--- src/rtl/galaksija_sysctl.sv ---
// Galaksija CPU housekeeping: reset stretcher, fractional cen NCO with turbo, frame interrupt, output latch.
// Latency: all outputs registered, one clk from cause; no backpressure (CPU bus strobes sampled on cen).
module galaksija_sysctl #(
    parameter int unsigned F_CLK       = 25000000,
    parameter int unsigned F_CPU       = 3072000,
    parameter int unsigned F_CPU_TURBO = 6144000,
    parameter int unsigned NCO_BITS    = 20,
    parameter int unsigned F_INT       = 50,
    parameter int unsigned INT_HOLD    = 64,
    parameter int unsigned RST_BITS    = 6,
    parameter int unsigned LATCH_WIDTH = 6,
    parameter logic [15:0] LATCH_ADDR  = 16'h2038,
    parameter logic [15:0] LATCH_MASK  = 16'hFFF8
) (
    input  logic                   clk,
    input  logic                   reset_n,
    input  logic                   turbo,
    output logic                   cpu_resetn,
    output logic                   cen,
    input  logic [15:0]            addr,
    input  logic [7:0]             dout,
    input  logic                   mreq_n,
    input  logic                   wr_n,
    input  logic                   m1_n,
    input  logic                   iorq_n,
    output logic                   int_n,
    output logic [LATCH_WIDTH-1:0] latch_out,
    output logic [7:0]             int_missed
);

    localparam logic [63:0] INC_NORM_64  = (64'(F_CPU) << NCO_BITS) / 64'(F_CLK);
    localparam logic [63:0] INC_TURBO_64 = (64'(F_CPU_TURBO) << NCO_BITS) / 64'(F_CLK);
    localparam logic [NCO_BITS-1:0] INC_NORM  = INC_NORM_64[NCO_BITS-1:0];
    localparam logic [NCO_BITS-1:0] INC_TURBO = INC_TURBO_64[NCO_BITS-1:0];

    localparam int unsigned PERIOD    = F_CLK / F_INT;
    localparam int unsigned PER_BITS  = (PERIOD > 1) ? $clog2(PERIOD) : 1;
    localparam int unsigned HOLD_BITS = $clog2(INT_HOLD + 1);

    localparam logic [PER_BITS-1:0]  PER_LAST  = PER_BITS'(PERIOD - 1);
    localparam logic [HOLD_BITS-1:0] HOLD_LAST = HOLD_BITS'(INT_HOLD - 1);

    localparam logic [0:0] ST_IDLE = 1'b0;
    localparam logic [0:0] ST_PEND = 1'b1;

    // Reset stretcher
    logic [RST_BITS:0] rst_cnt;

    always_ff @(posedge clk or negedge reset_n) begin
        if (!reset_n) begin
            rst_cnt <= '0;
        end else if (!rst_cnt[RST_BITS]) begin
            rst_cnt <= rst_cnt + 1'b1;
        end
    end

    assign cpu_resetn = rst_cnt[RST_BITS];

    // NCO: a carry arriving while the previous carry is still high is dropped,
    // which keeps cen a single-clk pulse even for rates above F_CLK/2.
    logic [NCO_BITS:0]   acc;
    logic [NCO_BITS-1:0] inc_q;
    logic [NCO_BITS:0]   nco_sum;

    assign nco_sum = {1'b0, acc[NCO_BITS-1:0]} + {1'b0, inc_q};

    always_ff @(posedge clk or negedge reset_n) begin
        if (!reset_n) begin
            acc   <= '0;
            inc_q <= INC_NORM;
        end else begin
            acc <= {nco_sum[NCO_BITS] & ~acc[NCO_BITS], nco_sum[NCO_BITS-1:0]};
            if (acc[NCO_BITS]) begin
                inc_q <= turbo ? INC_TURBO : INC_NORM;
            end
        end
    end

    assign cen = acc[NCO_BITS];

    // Frame interrupt
    logic [PER_BITS-1:0]  per_cnt;
    logic                 tick;
    logic [0:0]           state;
    logic [0:0]           state_nx;
    logic [HOLD_BITS-1:0] hold_cnt;
    logic [HOLD_BITS-1:0] hold_nx;
    logic [7:0]           missed_nx;
    logic                 ack;

    assign tick = (per_cnt == PER_LAST);
    assign ack  = cen & ~m1_n & ~iorq_n;

    always_ff @(posedge clk or negedge reset_n) begin
        if (!reset_n) begin
            per_cnt <= '0;
        end else if (tick) begin
            per_cnt <= '0;
        end else begin
            per_cnt <= per_cnt + 1'b1;
        end
    end

    always_comb begin
        state_nx  = state;
        hold_nx   = hold_cnt;
        missed_nx = int_missed;
        case (state)
            ST_IDLE: begin
                if (tick) begin
                    state_nx = ST_PEND;
                    hold_nx  = '0;
                end
            end
            default: begin
                if (ack) begin
                    // A fresh tick landing on the acknowledge re-arms cleanly.
                    state_nx = tick ? ST_PEND : ST_IDLE;
                    hold_nx  = '0;
                end else begin
                    if (tick && (int_missed != 8'hFF)) begin
                        missed_nx = int_missed + 8'd1;
                    end
                    if (cen) begin
                        if (hold_cnt == HOLD_LAST) begin
                            state_nx = ST_IDLE;
                        end else begin
                            hold_nx = hold_cnt + 1'b1;
                        end
                    end
                end
            end
        endcase
    end

    always_ff @(posedge clk or negedge reset_n) begin
        if (!reset_n) begin
            state      <= ST_IDLE;
            hold_cnt   <= '0;
            int_missed <= '0;
        end else begin
            state      <= state_nx;
            hold_cnt   <= hold_nx;
            int_missed <= missed_nx;
        end
    end

    assign int_n = (state == ST_IDLE);

    // Output latch
    logic latch_wr;
    logic unused_dout;

    assign latch_wr    = cen & cpu_resetn & ~mreq_n & ~wr_n & ((addr & LATCH_MASK) == LATCH_ADDR);
    assign unused_dout = ^dout;

    always_ff @(posedge clk or negedge reset_n) begin
        if (!reset_n) begin
            latch_out <= '0;
        end else if (latch_wr) begin
            latch_out <= dout[7 -: LATCH_WIDTH];
        end
    end

endmodule

--- config.mk ---
export PLATFORM = sky130hd
export DESIGN_NAME = galaksija_sysctl
export DESIGN_NICKNAME = d
export VERILOG_FILES = /design/src/rtl/galaksija_sysctl.sv
export SDC_FILE = /design/constraint.sdc
export NUM_CORES = 1
export LEC_CHECK = 0
export CORE_UTILIZATION = 53
export CTS_CLUSTER_DIAMETER = 80
export DETAILED_ROUTE_END_ITERATION = 8
export PLACE_DENSITY = 0.78
export SYNTH_ARGS = -nofsm -noshare
export SYNTH_HDL_FRONTEND = slang
export SYNTH_SLANG_ARGS = --single-unit
--- constraint.sdc ---
create_clock -name clk -period 4.91 [get_ports clk]
set_input_delay 0.491 -clock clk [delete_from_list [all_inputs] [get_ports clk]]
set_output_delay 0.491 -clock clk [all_outputs]
set_load 0.02 [all_outputs]
* Yosys cells after proc, flatten, opt, wreduce, memory -nomap -nowiden *
Index checks and enable logic that the tools add are counted.

word-level totals
  input bits = 31
  register bits after elaboration = 89
  logic and storage cells = 51

cells by class
  reductions and logical operators = 4
  eq/ne operators = 6
  add/subtract/negate cells = 5
  muxes and demuxes = 13
  bitwise operators = 14

operator list
  cell                                                   count
  2-to-1 mux 7 bit                                       6
  adder 20 x 20 -> 21 bit                                1
  adder 19 x 1 -> 19 bit, second input constant          1
  equality test 19 bit, second input constant            1
  2-to-1 mux 19 bit                                      1
  2-to-1 mux 18 bit                                      1
  adder 7 x 1 -> 7 bit, second input constant            2
  equality test 13 x 11 -> 1 bit, second input constant  1
  adder 8 x 1 -> 8 bit, second input constant            1
  inequality test 8 bit, second input constant           1
  AND 1 bit                                              7
  equality test 7 x 6 -> 1 bit, second input constant    1
  NOT 1 bit                                              7
  AND reduction 3 bit                                    2
  2-to-1 mux 1 bit                                       5
  inequality test 3 x 2 -> 1 bit, second input constant  1
  inequality test 3 bit, second input constant           1
  nonzero test 2 bit                                     1
  logical AND 1 bit                                      1

* Longest topological paths before layout *
  depth in word-level cells = 5
  gate-level depth with buffers = 8
  mapped depth without buffers = 8

* Worst setup path after synthesis *
No wires, ideal clock.

  path type = reg-to-reg
  from = register inc_q[12]
  to = register acc[20]
  cell stages (with the launch flop) = 9
  setup time = 0.121 ns
  required time = 4.789 ns
  data arrival time = 2.059 ns
  path slack = 2.730 ns
  period minus slack after synthesis = 2.180 ns
  cell sequence = dfstp_2 ha_1 fa_1 a41o_1 a21o_2 a41oi_2 or3_1 o21ai_2 and4b_1

on the way
  longest elaborated chain between the ends = 2

ends and longest elaborated chain
  what                     RTL line  RTL
  start, declared          62        logic [NCO_BITS-1:0] inc_q;
  start signal, assigned   74        inc_q <= turbo ? INC_TURBO : INC_NORM;
  adder 20 x 20 -> 21 bit  65        assign nco_sum = {1'b0, acc[NCO_BITS-1:0]} + {1'b0, inc_q};
  AND 1 bit                72        acc <= {nco_sum[NCO_BITS] & ~acc[NCO_BITS], nco_sum[NCO_BITS-1:0]};
  end signal, assigned     72
  end, declared            61        logic [NCO_BITS:0] acc;

Every way passes these cells.
A chain may end at the register's enable or synchronous reset.

* Worst setup path in the final report *
Ends and elaborated chain as after synthesis.

==> impl_metrics.py <==
metrics = {
    "routing": {
        "drc_errors": 0,
        "drt_iter0_drc": 103,
        "first_pass_iters": 4,
        "wire_per_inst_um": 14.1,
        "ant_nets": 0,
        "totalWireLength_mm": 6.23,
        "viasPerCell": 5.61,
        "route.vias.total": 2472,
    },
    "floorplan": {
        "num_io_pins": 48,
        "dieHeight_um": 82.4,
        "die_width_um": 82.4,
        "row_count": 28,
        "coreArea_um2": 6060,
        "dieArea_um2": 6780,
        "start_util_pct": 56.5,
    },
    "critical_path": {
        "r2r-end": "acc[20]",
        "reg2reg_from": "inc_q[12]",
        "cp-end-kind": "flop",
        "crit_path_start_kind": "flop",
        "required_ns": 5.19,
        "rrSetupSlack_ns": 2.53,
        "r2r_cells": 8,
        "slowest_stage": "dfstp_2",
        "path_cells": "ha_1 > fa_1 > a41o_1 > a21o_2 > a41oi_2 > or3_1 > o21ai_2 > and4b_1",
        "worst-path-max-fanout": 6,
        "cp.arrival_ns": 2.65,
        "cpPeakStageDelay_ns": 0.60,
        "crit_type": "flop to flop",
        "startpoint": "inc_q[12]",
    },
    "finish": {
        "fin_cells": 441,
        "fin_area_um2": 4110,
        "fin_nets": 407,
        "diodes": 0,
        "drive_gt1_share_pct": 9.02,
        "syn_to_final_growth_pct": 20.1,
    },
    "global_route": {
        "met3_usage_pct": 4.18,
        "overflow": 0,
        "grt_max_degree": 50,
        "grt-busiest-layer": "met2",
        "antenna_found_initial": 0,
        "grt_pass1_vias": 2393,
        "use_met1_pct": 24.9,
        "globalRouteMet2Util_pct": 36.4,
        "grt_pass1_wl_mm": 10.6,
        "grtUsageTotal_pct": 21.1,
    },
    "logic_synthesis": {
        "synthMuxAreaShare_pct": 3.25,
        "synth_edf_count": 0,
        "seq_area_frac_synth_pct": 52.0,
        "yosysWarnings": 0,
        "async_flop_share_pct": 100,
        "synth_compound_area_share_pct": 9.43,
        "synth_top_family_by_area": "simple AND/OR/NAND/NOR gates",
        "synth_cell_types": 46,
        "syn_avg_cell_area_um2": 11.0,
        "synth_simple_gate_area_share_pct": 16.8,
        "synthXorXnorAreaFrac_pct": 11.8,
        "netlist_instances": 311,
        "ys_ff_latch": 71,
        "netlist_area_um2": 3420,
        "synth-adder-area-share_pct": 5.70,
        "ys.flop_type": "dfrtp_1",
        "synth.net_count": 357,
    },
    "cts": {
        "clock-root-buffer": "clkbuf_8",
        "ctsHtreeMaxLevel": 3,
        "clock_path_buffers": 2,
        "clk_pin_slew_worst_paths_ns": 0.07,
        "cts_resized": 0,
        "holdBufCountCts": 0,
        "numCtsBuffers": 9,
        "cts_sinks": 71,
        "clock_latency_ns": 0.34,
        "post_cts_buffers": 0,
        "cts_tree": "yes",
    },
    "power": {
        "vdd.ir_drop.worst_v": 0.000403,
        "leakagePower_nw": 1.83,
        "p_per_area_nw_per_um2": 488,
    },
    "placement": {
        "dp_hpwl_mm": 4.49,
        "routabilityCongestion": 0.820,
        "dp_cells": 425,
        "place_area_um2": 3920,
        "port_buffers": 42,
    },
    "timing": {
        "finalCriticalPeriod_ns": 2.38,
        "worstMarginPinSlew_ns": 1.05,
        "report.final.setup_viol": 0,
        "final-hold-violation-count": 0,
        "maxSlewHeadroom_pct": 29.9,
        "final_max_slew_viol_count": 0,
        "rsz0062_at_grt": "no",
        "post-route-period-util_pct": 48.4,
        "max_freq_mhz": 421,
        "finalClockSkew_ns": 0.00711,
        "tns_ns": 0,
    },
    "run_status": {
        "outcome": "finished, final reports clean",
    },
    "hold_path": {
        "hp-class": "input pin to async pin",
    },
    "flow_run": {
        "drv_cap": 0,
    },
}
## area by class of cell
| class | count | area, um^2 |
|---|---|---|
| Sequential cell | 71 | 1780 |
| Fill cell | 470 | 1950 |
| Clock buffer | 12 | 145 |
| Tap cell | 75 | 93.8 |
| Multi-Input combinational cell | 231 | 1610 |
| Clock inverter | 4 | 45.0 |
| Timing Repair Buffer | 43 | 423 |
| Inverter | 5 | 18.8 |
## routing by layer
metal  wire, um  up-vias
met2       3050       45
met3        221       15
met1       2820     1210
met5          0        -
met4        143        0
li1           -     1202
## synthesized netlist by cell type (all sizes together) (2+ instances only)
library cell	n	share of area, %
dfrtp	70	51
nand2	30	3.3
xnor2	24	6.1
nor2	22	2.4
xor2	22	5.6
nand3	18	2.6
o21ai	16	2.4
a21oi	14	2.0
ha	14	5.1
mux2	9	3.0
and3	8	1.5
nand4	8	1.5
a21o	6	1.4
inv	5	0.55
nor3	4	0.88
nor4	4	0.91
a211oi	3	0.66
and4b	3	0.88
clkbuf	3	0.33
or3	3	0.55
a21boi	2	0.44
a41oi	2	0.73
and4	2	0.51
nand4b	2	0.51
nor4b	2	0.51
## kinds of logic after synthesis
family | Yosys count
and+or+nand+nor | 110
DFF | 71
AOI/OAI and AO/OA | 50
xor gates and xnor gates | 46
adders and majority gates | 15
muxes | 10
buffers and inverters | 9
## per-stage QoR
stage	hold slack [ns]	setup slack (ns)	utilization [%]	power, mW
global route	0.445	2.40	67.8	2.16
global placement	0.456	2.54	64.7	1.53
CTS	0.389	2.53	67.8	2.02
detailed placement	0.469	2.49	64.7	1.55
finish	0.344	2.53	67.8	2.00
floorplan	0.195	2.73	-	1.39
## critical path, delay by kind of cell, from the launching register on
family | cells | cell delay [ns]
and+or+nand+nor | 2 | 0.57
AOI/OAI and AO/OA | 4 | 0.65
DFF | 1 | 0.60
adders and majority gates | 2 | 0.50
## power by group
part	leakage (nW)	internal, mW	switching (mW)	total (mW)
Sequential	0.910	0.703	0.0962	0.799
Combinational	0.816	0.351	0.405	0.756
Clock	0.100	0.246	0.204	0.450
## cells in the final DEF (no fill, tap or decap), types with 2 or more instances in the layout
master	netlist	layout
nor2_1	22	22
nor4b_1	2	2
and4b_1	3	3
a21o_1	5	5
clkdlybuf4s50_1	0	41
or3_1	3	3
nand4b_1	2	2
nand3_1	18	18
inv_1	5	5
a211oi_1	3	3
xnor2_1	24	24
nor3_2	2	2
nor4_1	3	3
nand2_1	30	30
a21oi_1	14	14
nor3_1	2	2
nand4_1	8	8
ha_1	14	14
clkbuf_1	3	2
a21boi_0	2	2
clkbuf_8	0	10
xor2_1	22	22
and4_1	2	2
dfrtp_1	70	70
clkinv_2	0	3
and3_1	8	8
o21ai_0	14	14
mux2_2	9	9
## how the worst max path moves through the flow
stage                    to  slack, ns
6_report            acc[20]       2.53
5_1_grt             acc[18]       2.40
4_1_cts             acc[20]       2.53
3_5_place_dp   latch_out[5]       2.49
3_3_place_gp        acc[20]       2.54
2_1_floorplan       acc[20]       2.73
## registers in the layout, indices dropped and copies added (netlist names)
name	count
acc	21
per_cnt	19
int_missed	8
hold_cnt	7
rst_cnt	7
latch_out	6
inc_q	2
state	1
No activity file was read; power rests on OpenSTA's default activity.
